===== config.mk =====
export PLATFORM = sky130hd
export DESIGN_NAME = fft_stage_ctrl
export DESIGN_NICKNAME = d
export VERILOG_FILES = /design/src/rtl/fft_stage_ctrl.sv
export SDC_FILE = /design/constraint.sdc
export NUM_CORES = 1
export LEC_CHECK = 0
export ABC_AREA = 1
export CAP_MARGIN = 20
export CORE_UTILIZATION = 44
export CTS_BUF_LIST = sky130_fd_sc_hd__clkbuf_16
export DETAILED_ROUTE_END_ITERATION = 8
export GPL_TIMING_DRIVEN = 0
export PLACE_DENSITY = 0.89
export SYNTH_ARGS = -nofsm -noshare
export SYNTH_HDL_FRONTEND = slang
export SYNTH_SLANG_ARGS = --single-unit
export TNS_END_PERCENT = 20

===== constraint.sdc =====
create_clock -name i_clk -period 5.15 [get_ports i_clk]
set_input_delay 1.03 -clock i_clk [delete_from_list [all_inputs] [get_ports i_clk]]
set_output_delay 1.03 -clock i_clk [all_outputs]
set_load 0.01 [all_outputs]

===== src/rtl/fft_stage_ctrl.sv =====
// fft_stage_ctrl: in-place radix-2 DIT FFT sequencer (start/busy/done, RAM read/write ports, twiddle index, butterfly result capture)
module fft_stage_ctrl #(
  parameter int LOG2_N  = 3,
  parameter int WORD_SZ = 32
) (
  input  logic                i_clk,
  input  logic                i_rst,
  input  logic                i_start,
  output logic                o_busy,
  output logic                o_done,
  output logic                o_rd_en,
  output logic [LOG2_N-1:0]   o_rd_addr_a,
  output logic [LOG2_N-1:0]   o_rd_addr_b,
  output logic [LOG2_N-2:0]   o_tw_addr,
  input  logic [WORD_SZ-1:0]  i_bf_A,
  input  logic [WORD_SZ-1:0]  i_bf_B,
  output logic                o_wr_en,
  output logic [LOG2_N-1:0]   o_wr_addr_a,
  output logic [LOG2_N-1:0]   o_wr_addr_b,
  output logic [WORD_SZ-1:0]  o_wr_data_a,
  output logic [WORD_SZ-1:0]  o_wr_data_b
);
  localparam int N  = 1 << LOG2_N;
  localparam int SW = $clog2(LOG2_N) + 1;
  typedef enum logic [2:0] {IDLE, RD, EX, WR, DONE} state_t;
  state_t state, state_nx;
  logic [SW-1:0] s;
  logic [LOG2_N-1:0] k, half, j, g, addr_a, addr_b;
  logic [LOG2_N-2:0] tw;
  logic last_k, last;
  always_comb begin
    half   = LOG2_N'(1) << s;
    j      = k & (half - LOG2_N'(1));
    g      = k >> s;
    addr_a = ((g << s) << 1) | j;
    addr_b = addr_a + half;
    tw     = (LOG2_N-1)'(j << (LOG2_N - 1 - s));
    last_k = k == LOG2_N'(N/2 - 1);
    last   = last_k && s == SW'(LOG2_N - 1);
  end
  always_comb begin
    state_nx = state == IDLE ? (i_start ? RD : IDLE) :
               state == RD   ? EX :
               state == EX   ? WR :
               state == WR   ? (last ? DONE : RD) : IDLE;
  end
  assign o_busy      = state == RD || state == EX || state == WR;
  assign o_done      = state == DONE;
  assign o_rd_en     = state == RD;
  assign o_wr_en     = state == WR;
  assign o_rd_addr_a = o_rd_en ? addr_a : '0;
  assign o_rd_addr_b = o_rd_en ? addr_b : '0;
  assign o_tw_addr   = o_rd_en ? tw : '0;
  always_ff @(posedge i_clk) begin
    if (i_rst) state <= IDLE;
    else state <= state_nx;
  end
  always_ff @(posedge i_clk) begin
    if (i_rst) begin
      s           <= '0;
      k           <= '0;
      o_wr_addr_a <= '0;
      o_wr_addr_b <= '0;
      o_wr_data_a <= '0;
      o_wr_data_b <= '0;
    end else begin
      if (state == EX) begin
        o_wr_addr_a <= addr_a;
        o_wr_addr_b <= addr_b;
        o_wr_data_a <= i_bf_A;
        o_wr_data_b <= i_bf_B;
      end
      if (state == WR) begin
        k <= last_k ? '0 : k + LOG2_N'(1);
        s <= last ? '0 : last_k ? s + SW'(1) : s;
      end
    end
  end
endmodule


# Word-level counts from Yosys, hierarchy flattened
# Cells that the tools add are included.
# word_totals
ff_bits	79
out_inout_bits	82
in_bits	67
elab_cells	42
# classes
n_addsub	5
n_reduce_logical	6
n_eq_ne	6
muxes	12
shift	4
bitwise	2
# op_table
op	count
<< shifter 3 x 32 -> 2 bit	1
2-to-1 mux 3 bit	10
equality test 3 x 2 -> 1 bit, second input constant	4
adder 3 x 1 -> 3 bit, second input constant	2
subtractor 2 x 3 -> 4 bit, first input constant	1
adder 3 bit	1
bitwise AND 3 bit	1
equality test 3 x 1 -> 1 bit, second input constant	1
equality test 3 bit, second input constant	1
zero test 3 bit	1
OR 3 bit	1
<< shifter 1 x 3 -> 3 bit, first input constant	1
<< shifter 3 x 3 -> 2 bit	1
right shift 3 x 3 -> 3 bit	1
subtractor 3 x 1 -> 3 bit, second input constant	1
logical OR 1 bit	2
2-to-1 mux 2 bit	1
AND reduction 2 bit	1
nonzero test 2 bit	1
logical AND 1 bit	1
2-to-1 mux 1 bit	1

# Logic depth before layout (Yosys ltp)
# depth
ltp_word	7
ltp_mapped	15
mapped_depth_nobuf	15

# Worst setup path after synthesis
# No wires, ideal clock.
# synth_path
path_type	register -> output
from	register s[0]
to	output o_rd_addr_b[2]
n_path_buf	0
arrival_ps	2403
path_stages_with_launch	13
path_slack_ps	1717
path_cell_list	dfxtp_1 > clkinv_1 > ha_1 > nand2_1 > ha_1 > o21ai_0 > inv_1 > fa_1 > nand2_1 > nand2_1 > inv_1 > nand4_1 > a21oi_1
# synth_via
elab_chain_cells	6
word_cells_on_any_way	8
classes_between	2 x add/sub; 3 x shift; 1 x mux; 2 x bitwise
# synth_rtl
element	line	text
start, declared	27	logic [SW-1:0] s;
start signal, assigned	75	s <= last ? '0 : last_k ? s + SW'(1) : s;
<< shifter 1 x 3 -> 3 bit	32	half = LOG2_N'(1) << s;
subtractor 3 x 1 -> 3 bit	33	j = k & (half - LOG2_N'(1));
bitwise AND 3 bit	33	
OR 3 bit	35	addr_a = ((g << s) << 1) | j;
adder 3 bit *	36	addr_b = addr_a + half;
2-to-1 mux 3 bit *	52	assign o_rd_addr_b = o_rd_en ? addr_b : '0;
end, declared	13	output logic [LOG2_N-1:0] o_rd_addr_b,
# Every way passes the cells marked *; elsewhere a longest branch is shown, timed or not.

# Worst setup path after layout
# Same ends and word-level chain as after synthesis.

==> metrics.md <==
| Metric | Value |
|---|---|
| Post-cts resize count | 0 |
| Global-route wire length before repair | 15.5 mm |
| Antenna Nets Post-Route | 0 |
| Synth top area cells | dfxtp_1 51%, nor2_1 17%, o21ai_0 12% |
| Most frequent cells in the layout | 148 x clkdlybuf4s50_1, 137 x nor2_1, 79 x dfxtp_1, 75 x o21ai_0, 21 x inv_1 |
| CP dominant cell by count | nand2_1 |
| Seq/Total Area, Yosys | 51.2% |
| Via-to-Cell Ratio | 5.03 |
| RSZ-0062 raised after global routing | no |
| Post-Route WL | 9.28 mm |
| Syn nets | 479 |
| Clk buf depth | 2 |
| Initial drt markers | 158 |
| MaxCap Viol Count | 0 |
| Post-Synth Simple-Gate Area | 23.2% |
| Slew @ Worst Pin | 518 ps |
| Port bufs | 148 |
| Mux cell area share after synthesis | 0% |
| Antenna violations before repair | 0 |
| Die X | 85.8 µm |
| Final HPWL DP | 6.76 mm |
| Yosys top cell area share | 51.2% |
| Worst Skew | 7.05 ps |
| Synth Area in Compound Gates | 15.7% |
| DRT Pass-1 Iters | 4 |
| Crit Path Category | register to primary output |
| Crit path cell chain | clkinv_1, ha_1, nand2_1, ha_1, o21ai_0, inv_1, fa_1, nand2_1, nand2_1, inv_1, nand4_1, a21oi_1, clkdlybuf4s50_1 |
| Status | finished, final reports clean |
| Largest family of logic cells by synthesized area | simple AND/OR/NAND/NOR gates |
| Slowest CP cell | clkdlybuf4s50_1 |
| Total die area | 7360 µm² |
| Initial core utilization | 45.5% |
| WL/cell | 14.0 µm |
| Fin nets | 638 |
| Share of cells above drive strength 1 | 5.80% |
| Hold crit path type | register to register |
| # IOs | 149 |
| Final min period | 4770 ps |
| Worst-path clk slew | 60 ps |
| Area grow syn2layout | 60.5% |
| Crit path largest cell delay | 550 ps |
| Syn Area/Cell | 7.62 µm² |
| Post-Syn Instances | 405 |
| Vias in the first global route | 3,378 |
| Maximum fanout along the worst path | 9 |
| Top_reg_cell synth | dfxtp_1 |
| DRC viols | 0 |
| Synth Area in Adders | 3.08% |
| Ys async rst share | 0% |
| Diodes inserted | 0 |
| Setup violations, final | 0 |
| Pin count of the biggest net entering global routing | 14 |
| Row count | 30 |
| Area leader, netlist | dfxtp_1 |
| GPL Wtd Cong | 0.904 |
| Worst vdd ir | 239 µV |
| Synth Warn # | 0 |
| Final Max Slew Viols | 0 |
| P per Cell Area | 322 nW/µm² |
| XOR/XNOR Fraction of Synth Area | 0% |
| Unique masters post-synth | 27 |
| Number of synthesized flops with an enable pin | 0 |
| Setup bufs post-CTS | 0 |
| Die Y | 85.8 µm |
| GRT Residual Overflow | 0 |
| Worst Path Required | 4120 ps |
| Fin util | 72.9% |
| Inserted Clock Buffers | 9 |
| Total track usage | 26.5% |
| Leakage | 2.07 nW |
| Slew margin rel. | 65.5% |
| Max Fclk | 209 MHz |
| Via count | 3,347 |
| Core Area | 6790 µm² |
| Seq cells post-synth | 79 |
| Critical path data arrival time | 3740 ps |
| Most common cell after layout, fill and taps aside | clkdlybuf4s50_1 |
| H-Tree Depth | 3 |
| Mapped cell area | 3090 µm² |
| Final hold violations | 0 |
| TritonCTS clock tree | done |
| Clock Latency Late Sink | 330 ps |
| Sinks on Clock Net | 79 |
| Setup TNS | 0 ps |
| Crit path capture type | primary output |
| Root Driver | clkbuf_16 |
| Setup crit start kind | register |
| Power Total | 1.59 mW |
| Period utilization | 92.7% |
| Quantity of hold-fixing buffers added after cts | 0 |
==> power by group <==
group / total, mW / switching [mW] / internal [mW]
sequential: 0.699 / 0.0296 / 0.669
combinational: 0.332 / 0.152 / 0.180
clock: 0.563 / 0.242 / 0.322
total: 1.59 / 0.423 / 1.17
==> cells in the mapped netlist, types with 2 or more instances <==
cell      count
nor2_4        2
buf_2         9
a211oi_1      3
nand4_1       4
o21bai_1      2
dfxtp_1      79
nor3_1        5
nand2_1      16
ha_1          6
nand3_1      10
o21ai_0      75
nor2_1      137
a31oi_1       2
inv_1        21
inv_2         2
buf_4         2
a21oi_1       9
clkbuf_1     12
==> routing by layer <==
layer | routed length, µm | part of all wire [%] | global-route usage, % | vias up
met5 | 0 | 0 | 0 | -
met4 | 426 | 4.6 | 14.8 | 0
met3 | 591 | 6.4 | 7.12 | 38
met2 | 4560 | 49 | 44.8 | 133
met1 | 3710 | 40 | 30.5 | 1549
li1 | - | - | - | 1627
==> worst max-delay path: cells and delay by family (launching register included) <==
family          cells  cell delay (ps)
compound gates      2              490
fa+ha+maj           3             1020
buf+inv             4             1040
flops               1              460
simple gates        4              410
==> logic make-up (layout without fill, tap and decap cells) <==
| family | Yosys count | count (layout) |
|---|---|---|
| other cells | 1 | 1 |
| flops | 79 | 79 |
| fa+ha+maj | 7 | 7 |
| simple gates | 177 | 177 |
| buf+inv | 48 | 212 |
| compound gates | 93 | 93 |
==> registers in the layout, summed over array words and instances, names as in the netlist <==
| signal | flops |
|---|---|
| o_wr_data_a | 32 |
| s | 3 |
| o_wr_addr_b | 3 |
| o_wr_addr_a | 3 |
| state | 3 |
| o_wr_data_b | 32 |
| k | 3 |
==> layout make-up <==
type | count | area, µm²
tap | 96 | 120
clock buffer | 9 | 225
inverter | 24 | 90.1
clock inverter | 7 | 40.0
fill | 533 | 1840
buffer | 24 | 116
timing repair buffer | 148 | 1480
sequential | 79 | 1580
multi-input combinational | 278 | 1300
==> metrics by stage <==
stage | hold slack (ps) | std cells | instance area [µm²] | worst slack [ps]
3_5_place_dp | 481 | 649 | 4690 | 844
3_3_place_gp | 465 | 649 | 4690 | 895
5_1_grt | 508 | 665 | 4950 | 201
6_report | 485 | 665 | 4950 | 376
2_1_floorplan | 446 | 405 | 3090 | 1720
4_1_cts | 489 | 665 | 4950 | 450
==> final timing paths <==
check / startpoint / end / slack [ps] / depth (start not counted)
worst max-delay path: s[0] / o_rd_addr_b[2] / 380 / 13
worst min-delay path: k[2] / k[2] / 490 / 2
worst max register to register: s[0] / o_wr_addr_b[2] / 2110 / 15
worst min register to register: k[2] / k[2] / 490 / 2
Power figures use the tool's default switching activity.
